==> config.mk <==
export PLATFORM = sky130hd
export DESIGN_NAME = cla_addsub_pipe
export DESIGN_NICKNAME = d
export VERILOG_FILES = /design/src/rtl/cla_pkg.sv /design/src/rtl/cla4_grp.sv /design/src/rtl/cla_addsub_pipe.sv
export SDC_FILE = /design/constraint.sdc
export NUM_CORES = 1
export LEC_CHECK = 0
export BUFFER_PORTS_ARGS = -buffer_cell sky130_fd_sc_hd__buf_4
export CAP_MARGIN = 0
export CORE_UTILIZATION = 54
export DETAILED_ROUTE_END_ITERATION = 10
export PLACE_DENSITY_LB_ADDON = 0.08
export REMOVE_ABC_BUFFERS = 1
export SYNTH_ARGS = -nofsm -noshare
export SYNTH_HDL_FRONTEND = slang
export SYNTH_SLANG_ARGS = --single-unit
==> constraint.sdc <==
create_clock -name clk -period 3.2 [get_ports clk]
set_input_delay 0.16 -clock clk [delete_from_list [all_inputs] [get_ports clk]]
set_output_delay 0.16 -clock clk [all_outputs]
set_load 0.005 [all_outputs]
==> src/rtl/cla_pkg.sv <==
// Shared constants, stage-count helper and per-stage control record for the
// pipelined carry-lookahead adder/subtractor.
package cla_pkg;

    localparam int GROUP_W = 4;

    // Number of pipeline stages: each stage resolves gps 4-bit groups.
    function automatic int n_stages(input int width, input int gps);
        return width / (GROUP_W * gps);
    endfunction

    // Control bits that travel with each beat: the valid flag and the carry
    // out of the highest group resolved so far.
    typedef struct packed {
        logic valid;
        logic carry;
    } stage_ctl_t;

endpackage

==> src/rtl/cla4_grp.sv <==
// Combinational 4-bit carry-lookahead group. Produces the sum, the carry out,
// and the group generate/propagate terms for a higher lookahead level.
module cla4_grp
    import cla_pkg::*;
(
    input  logic [GROUP_W-1:0] a,
    input  logic [GROUP_W-1:0] b,
    input  logic               ci,
    output logic [GROUP_W-1:0] s,
    output logic               co,
    output logic               gg,
    output logic               gp
);

    logic [GROUP_W-1:0] g;
    logic [GROUP_W-1:0] p;
    logic [GROUP_W-1:0] c;

    assign g = a & b;
    assign p = a ^ b;

    // Every internal carry is expanded directly from ci, no rippling.
    assign c[0] = ci;
    assign c[1] = g[0] | (p[0] & ci);
    assign c[2] = g[1] | (p[1] & g[0]) | (p[1] & p[0] & ci);
    assign c[3] = g[2] | (p[2] & g[1]) | (p[2] & p[1] & g[0]) | (p[2] & p[1] & p[0] & ci);

    assign gg = g[3] | (p[3] & g[2]) | (p[3] & p[2] & g[1]) | (p[3] & p[2] & p[1] & g[0]);
    assign gp = &p;
    assign co = gg | (gp & ci);

    assign s = p ^ c;

endmodule

==> src/rtl/cla_addsub_pipe.sv <==
// Pipelined carry-lookahead adder/subtractor with valid/ready handshake and a
// global stall. Stage k resolves groups k*GPS..k*GPS+GPS-1; its carry-out is
// registered and consumed by stage k+1. Result appears after S enabled edges.
// Optional build macro CLA_SAT_EN: clamp the result to signed max/min on
// overflow instead of wrapping.
module cla_addsub_pipe
    import cla_pkg::*;
#(
    parameter int WIDTH = 16,
    parameter int GPS   = 2
) (
    input  logic             clk,
    input  logic             rst_n,
    input  logic             in_valid,
    output logic             in_ready,
    input  logic [WIDTH-1:0] a,
    input  logic [WIDTH-1:0] b,
    input  logic             sub,
    output logic             out_valid,
    input  logic             out_ready,
    output logic [WIDTH-1:0] sum,
    output logic             cout,
    output logic             ovf
);

    localparam int S  = n_stages(WIDTH, GPS);
    localparam int NG = WIDTH / GROUP_W;
    localparam int SW = GROUP_W * GPS;

`ifdef CLA_SAT_EN
    localparam logic [WIDTH-1:0] SMAX = {1'b0, {(WIDTH-1){1'b1}}};
    localparam logic [WIDTH-1:0] SMIN = {1'b1, {(WIDTH-1){1'b0}}};
`endif

    logic en;

    stage_ctl_t       ctl_q [S];
    stage_ctl_t       ctl_d [S];
    logic [WIDTH-1:0] a_q   [S];
    logic [WIDTH-1:0] a_d   [S];
    logic [WIDTH-1:0] b_q   [S];
    logic [WIDTH-1:0] b_d   [S];
    logic [WIDTH-1:0] sum_q [S];
    logic [WIDTH-1:0] sum_d [S];
    logic             ovf_q;
    logic             ovf_d;

    // Inputs seen by each stage: live ports for stage 0, the previous
    // stage's registers otherwise.
    logic [WIDTH-1:0] st_a    [S];
    logic [WIDTH-1:0] st_b    [S];
    logic [WIDTH-1:0] sum_src [S];
    logic             st_ci   [S];
    logic             vld_src [S];

    logic [WIDTH-1:0] grp_s;
    logic [NG-1:0]    grp_ci;
    logic [NG-1:0]    grp_co;
    logic [NG-1:0]    grp_gg;
    logic [NG-1:0]    grp_gp;
    logic             msb_ci;

    // Group G/P are available for a block-lookahead level; within a stage the
    // carry simply ripples group to group, so they are not consumed here.
    logic unused_grp_gp;
    assign unused_grp_gp = ^{grp_gg, grp_gp};

    // Whole pipe advances together; a held output freezes every stage.
    assign en       = !ctl_q[S-1].valid || out_ready;
    assign in_ready = en;

    genvar k, g;
    generate
        for (k = 0; k < S; k++) begin : g_src
            if (k == 0) begin : g_first
                // Subtraction as a + ~b + 1: the +1 is the stage-0 carry-in.
                assign st_a[k]    = a;
                assign st_b[k]    = sub ? ~b : b;
                assign st_ci[k]   = sub;
                assign sum_src[k] = '0;
                assign vld_src[k] = in_valid;
            end else begin : g_next
                assign st_a[k]    = a_q[k-1];
                assign st_b[k]    = b_q[k-1];
                assign st_ci[k]   = ctl_q[k-1].carry;
                assign sum_src[k] = sum_q[k-1];
                assign vld_src[k] = ctl_q[k-1].valid;
            end
        end

        for (g = 0; g < NG; g++) begin : g_grp
            localparam int GK = g / GPS;
            if ((g % GPS) == 0) begin : g_cin_stage
                assign grp_ci[g] = st_ci[GK];
            end else begin : g_cin_ripple
                assign grp_ci[g] = grp_co[g-1];
            end

            cla4_grp u_grp (
                .a  (st_a[GK][g*GROUP_W +: GROUP_W]),
                .b  (st_b[GK][g*GROUP_W +: GROUP_W]),
                .ci (grp_ci[g]),
                .s  (grp_s[g*GROUP_W +: GROUP_W]),
                .co (grp_co[g]),
                .gg (grp_gg[g]),
                .gp (grp_gp[g])
            );
        end
    endgenerate

    // Next-state for every stage: merge this stage's sum slice into the
    // forwarded lower slices; derive overflow and optional clamp at the end.
    always_comb begin
        for (int i = 0; i < S; i++) begin
            ctl_d[i].valid = vld_src[i];
            ctl_d[i].carry = grp_co[i*GPS + GPS - 1];
            a_d[i]         = st_a[i];
            b_d[i]         = st_b[i];
            sum_d[i]       = sum_src[i];
            sum_d[i][i*SW +: SW] = grp_s[i*SW +: SW];
        end
        // Carry into the MSB recovered from its sum bit: s = a ^ b ^ c.
        msb_ci = grp_s[WIDTH-1] ^ st_a[S-1][WIDTH-1] ^ st_b[S-1][WIDTH-1];
        ovf_d  = msb_ci ^ grp_co[NG-1];
`ifdef CLA_SAT_EN
        if (ovf_d) begin
            sum_d[S-1] = st_a[S-1][WIDTH-1] ? SMIN : SMAX;
        end
`endif
    end

    // Pipeline registers: synchronous clear, otherwise load only when enabled.
    always_ff @(posedge clk) begin
        if (!rst_n) begin
            for (int i = 0; i < S; i++) begin
                ctl_q[i] <= '0;
                a_q[i]   <= '0;
                b_q[i]   <= '0;
                sum_q[i] <= '0;
            end
            ovf_q <= 1'b0;
        end else if (en) begin
            for (int i = 0; i < S; i++) begin
                ctl_q[i] <= ctl_d[i];
                a_q[i]   <= a_d[i];
                b_q[i]   <= b_d[i];
                sum_q[i] <= sum_d[i];
            end
            ovf_q <= ovf_d;
        end
    end

    assign out_valid = ctl_q[S-1].valid;
    assign sum       = sum_q[S-1];
    assign cout      = ctl_q[S-1].carry;
    assign ovf       = ovf_q;

endmodule
Word-level counts from Yosys, hierarchy flattened
Memories as Yosys holds them, arrays and structs flattened.
Cells that the tools add are included.
{"block": "word_totals", "regBits": 1, "ramBits": 100, "inputBits": 37, "output_inout_bits": 20, "wordCells": 148, "mem_count": 4}
{"block": "classes", "muxes": 13, "bitwise": 124, "n_reduce_logical": 6}
{"memory": "a_q", "depth": 2, "width": 16, "rd": 1, "rd_ports_with_merged_regs": 0, "wr": 2, "line_no": "cla_addsub_pipe.sv:39", "source": "logic [WIDTH-1:0] a_q [S];"}
{"memory": "b_q", "depth": 2, "width": 16, "rd": 1, "rd_ports_with_merged_regs": 0, "wr": 2, "line_no": "cla_addsub_pipe.sv:41", "source": "logic [WIDTH-1:0] b_q [S];"}
{"memory": "sum_q", "depth": 2, "width": 16, "rd": 2, "rd_ports_with_merged_regs": 0, "wr": 2, "line_no": "cla_addsub_pipe.sv:43", "source": "logic [WIDTH-1:0] sum_q [S];"}
{"memory": "ctl_q", "depth": 2, "width": 2, "rd": 2, "rd_ports_with_merged_regs": 0, "wr": 2, "line_no": "cla_addsub_pipe.sv:37", "source": "stage_ctl_t ctl_q [S];"}
{"cell": "16-bit 2-to-1 mux", "count": 7}
{"cell": "1-bit bitwise AND", "count": 60}
{"cell": "1-bit bitwise OR", "count": 48}
{"cell": "4-bit bitwise XOR", "count": 8}
{"cell": "4-bit bitwise AND", "count": 4}
{"cell": "16-bit inverter", "count": 1}
{"cell": "4-bit AND reduction", "count": 4}
{"cell": "1-bit 2-to-1 mux", "count": 4}
{"cell": "2-bit 2-to-1 mux", "count": 2}
{"cell": "1-bit bitwise XOR", "count": 3}
{"cell": "1-bit zero test", "count": 1}
{"cell": "1-bit logical OR", "count": 1}

Logic depth before layout (Yosys ltp)
An unclocked memory read counts as a cell.
{"block": "depth", "word_depth": 13, "depth_mapped": 11, "ltp_nobuf": 9}

By module
From an unflattened synthesis, not the netlist that was laid out.
{"block": "hier_totals", "hier_cells": 211, "area_unflattened_um2": 2637.5}
{"module": "cla_addsub_pipe", "instances": 1, "cells_per_inst": 123, "area_each_um2": 1884.3}
{"module": "cla4_grp at g_grp[2].u_grp ...", "instances": 2, "cells_per_inst": 22, "area_each_um2": 193.9}
{"module": "cla4_grp at g_grp[0].u_grp ...", "instances": 2, "cells_per_inst": 22, "area_each_um2": 182.7}

Least setup slack after synthesis
Ideal clock, no wire load.
{"block": "synth_path", "path_kind": "input-to-reg", "startpoint": "in sub", "endpoint": "mem sum_q[0][4], data pin", "setup_time_ns": 0.141, "arrival_ns": 2.158, "required_ns": 3.059, "setup_slack_ns": 0.900, "cell_stages": 10, "n_path_buf": 2, "path_cell_list": "buf_6 -> buf_2 -> xor2_1 -> ha_1 -> a21o_2 -> a211oi_2 -> nor2_1 -> nor2_1 -> fa_1 -> nor2_1"}
{"element": "from (decl)", "line_no": "cla_addsub_pipe.sv:18", "source": "input logic sub,"}
{"element": "to (decl)", "line_no": "cla_addsub_pipe.sv:43"}

==> impl_metrics.ini <==
[worst_setup_path]
reg2reg_from = a_q[0][8]$_SDFFCE_PN0P_
critPathKind = flip-flop to flip-flop
crit_arrival_ns = 2.25
path_max_fanout = 3
start_kind = flip-flop
crit_required_ns = 3.25
r2r-end = sum_q[0][29]$_SDFFCE_PN0P_
reg2reg_depth = 8
endpoint_kind = flip-flop
r2r_slack_ns = 1.0

[sta]
fin_setup_tns_ns = 0
finalSetupViolations = 0
fin_skew_ns = 0.006108
maxSlewViolCount = 0
maxSlewHeadroom = 0.3200
rsz0062_at_grt = false
fin_crit_sh = 0.6890
holdWs_ns = 0.1681
hold_violations = 0
post-route-min-period_ns = 2.205
worst_pin_slew_ns = 1.016
max_freq_mhz = 453.5

[synth]
syn_avg_cell_area_um2 = 11.98
synth_edf_count = 44
synth_area_leaders = edfxtp_1 53%, ha_1 8.0%, and3_1 5.0%
syn_area_um2 = 2492
ys_types = 37
synth_top_cell_area_share = 0.5301
ys_seq_area_frac = 0.5382
synth_top_area_cell = edfxtp_1
yosys_warnings = 0
ys.flop_type = edfxtp_1
ys_seq_elements = 45
netlist_instances = 208
async_reset_ff_frac = 0

[global_route]
antenna_found_initial = 0
grt_pass1_wl_um = 6844
grt_start_max_net_pins = 45
grt_util_all_layers = 0.1816
grt_pass1_vias = 1589
overflow = 0

[clock_network]
clkTransAtPathRegs_ns = 0.09
ctsLongestPathBuffers = 2
cts_num_sinks = 45
ctsHoldBuffers = 0
cts_made_buffers = 5
worst_skew_pair.late_latency_ns = 0.30
cts-root-buf = clkbuf_8
cts_tree = built
htree_num_levels = 2
post_cts_buffers = 0
cts-resized-gates = 0

[route]
dr_total_vias = 1722
postRouteAntennaNets = 0
routedWlPerCell_um = 13.60
drc = 0
drtIter0Drc = 85
drt-pass1-iter-count = 4
totalWireLength_um = 4299
avgViaCountPerCell = 5.449

[pwr]
pwr_density_cell_nw_per_um2 = 470.3
seq_power_share = 0.530
power_frac_clock = 0.242
power.net_switching_uw = 372.8
peakVddDrop_uv = 222.0
combPwrFrac = 0.228
sw_frac_of_total = 0.2618
leakagePower_uw = 0.001391
internal-power_uw = 1051

[finish]
final_cell_mix = 56 x buf_4, 44 x edfxtp_1, 25 x nor2_1, 20 x and3_1, 16 x ha_1
fin_nets = 319
drive_gt1_frac = 0.2689
layout_commonest_cell = buf_4
syn_to_final_growth_pct = 21.49
diodes = 0

[die]
die_h_um = 69.94
core_um2 = 4384
row_count = 24
io_pins = 57
die_w_um = 69.94
dieArea_um2 = 4891
start_util = 0.5685

[hold_path]
min_path_cells = 2
whs_endpoint = a_q[0][8]$_SDFFCE_PN0P_
hp-start = a[8]
hold_path_class = input port to flip-flop

[placed_design]
gp_congestion = 0.7648
hpwl_um = 2959
io_buffers = 56

[flow_run]
maxCapViolCount = 0

[run_status]
status = completed
## area by class of cell
type                       count  area, um^2
sequential                    45        1341
clock buffer                   5       68.82
multi-input combinational    148        1086
fill                         341        1356
tap                           52       65.06
inverter                       7       28.78
timing repair buffer          56       420.4
clock inverter                 3       17.52
## cell families after synthesis
family / share of synthesized area
buf+inv: 0.02711
flops: 0.5382
fa+ha+maj: 0.1044
simple gates: 0.1556
compound gates: 0.07078
mux: 0.01255
xor+xnor: 0.09137
## layer usage
| metal | track usage | wire length, um | vias to the layer above |
|---|---|---|---|
| met2 | 0.3259 | 2276 | 50 |
| met5 | 0 | 0 | - |
| met1 | 0.1951 | 1715 | 801 |
| met4 | 0.08667 | 111 | 0 |
| met3 | 0.05195 | 196 | 9 |
| li1 | - | - | 862 |
## state kept, by name (all words and copies together) (netlist names)
signal	cells
a_q	8
b_q	8
ctl_q	4
ovf	1
sum_q	24
## stage by stage
stage	power (uW)	utilization	instance area, um^2	worst slack (ns)	cells
floorplan	956.4	-	2454	1.149	200
global placement	1080	0.6709	2942	0.8872	308
detailed placement	1094	0.6709	2942	0.7663	308
CTS	1431	0.6906	3028	0.9893	316
global route	1495	0.6906	3028	0.8608	316
finish	1424	0.6906	3028	0.9951	316
## cells in the mapped netlist (all sizes together) (2+ instances only)
cell type	number
xnor2	12
ha	16
nor2	25
buf	2
nand2b	4
nand3	4
o21ai	9
xor2	14
clkbuf	6
nor3b	2
nor2b	2
fa	3
a21oi	6
and3	20
nand2	5
mux2i	2
a21o	4
edfxtp	44
nor3	6
inv	7
a211oi	4
o21a	2
or3	2
## worst max-delay path by stage
stage                                  from                          to  slack, ns  cells after the start
finish              a_q[0][8]$_SDFFCE_PN0P_  sum_q[0][29]$_SDFFCE_PN0P_        1.0                      8
global route        a_q[0][9]$_SDFFCE_PN0P_  sum_q[0][29]$_SDFFCE_PN0P_       0.86                      8
CTS                 a_q[0][8]$_SDFFCE_PN0P_  sum_q[0][29]$_SDFFCE_PN0P_       0.99                      8
detailed placement                      sub   sum_q[0][4]$_SDFFCE_PN0P_       0.77                      9
global placement                        sub   sum_q[0][4]$_SDFFCE_PN0P_       0.89                      9
floorplan           a_q[0][8]$_SDFFCE_PN0P_  sum_q[0][29]$_SDFFCE_PN0P_       1.15                      8
## power by group through the flow
stage                     registers, uW  clock network (uW)  logic, uW
final                               755                 345        324
after global routing                761                 374        361
after CTS                           756                 350        326
after detailed placement            769                   0        325
after global placement              766                   0        314
after floorplan                     767                   0        189
## worst max-delay path: stages (launching register included)
cell,delay [ns]
edfxtp_1,0.42
ha_1,0.34
a211oi_2,0.26
nor2_1,0.11
o21ai_0,0.15
nand2b_1,0.09
fa_1,0.38
xnor2_1,0.16
nor2_1,0.05
No activity file was read; power rests on OpenSTA's default activity.
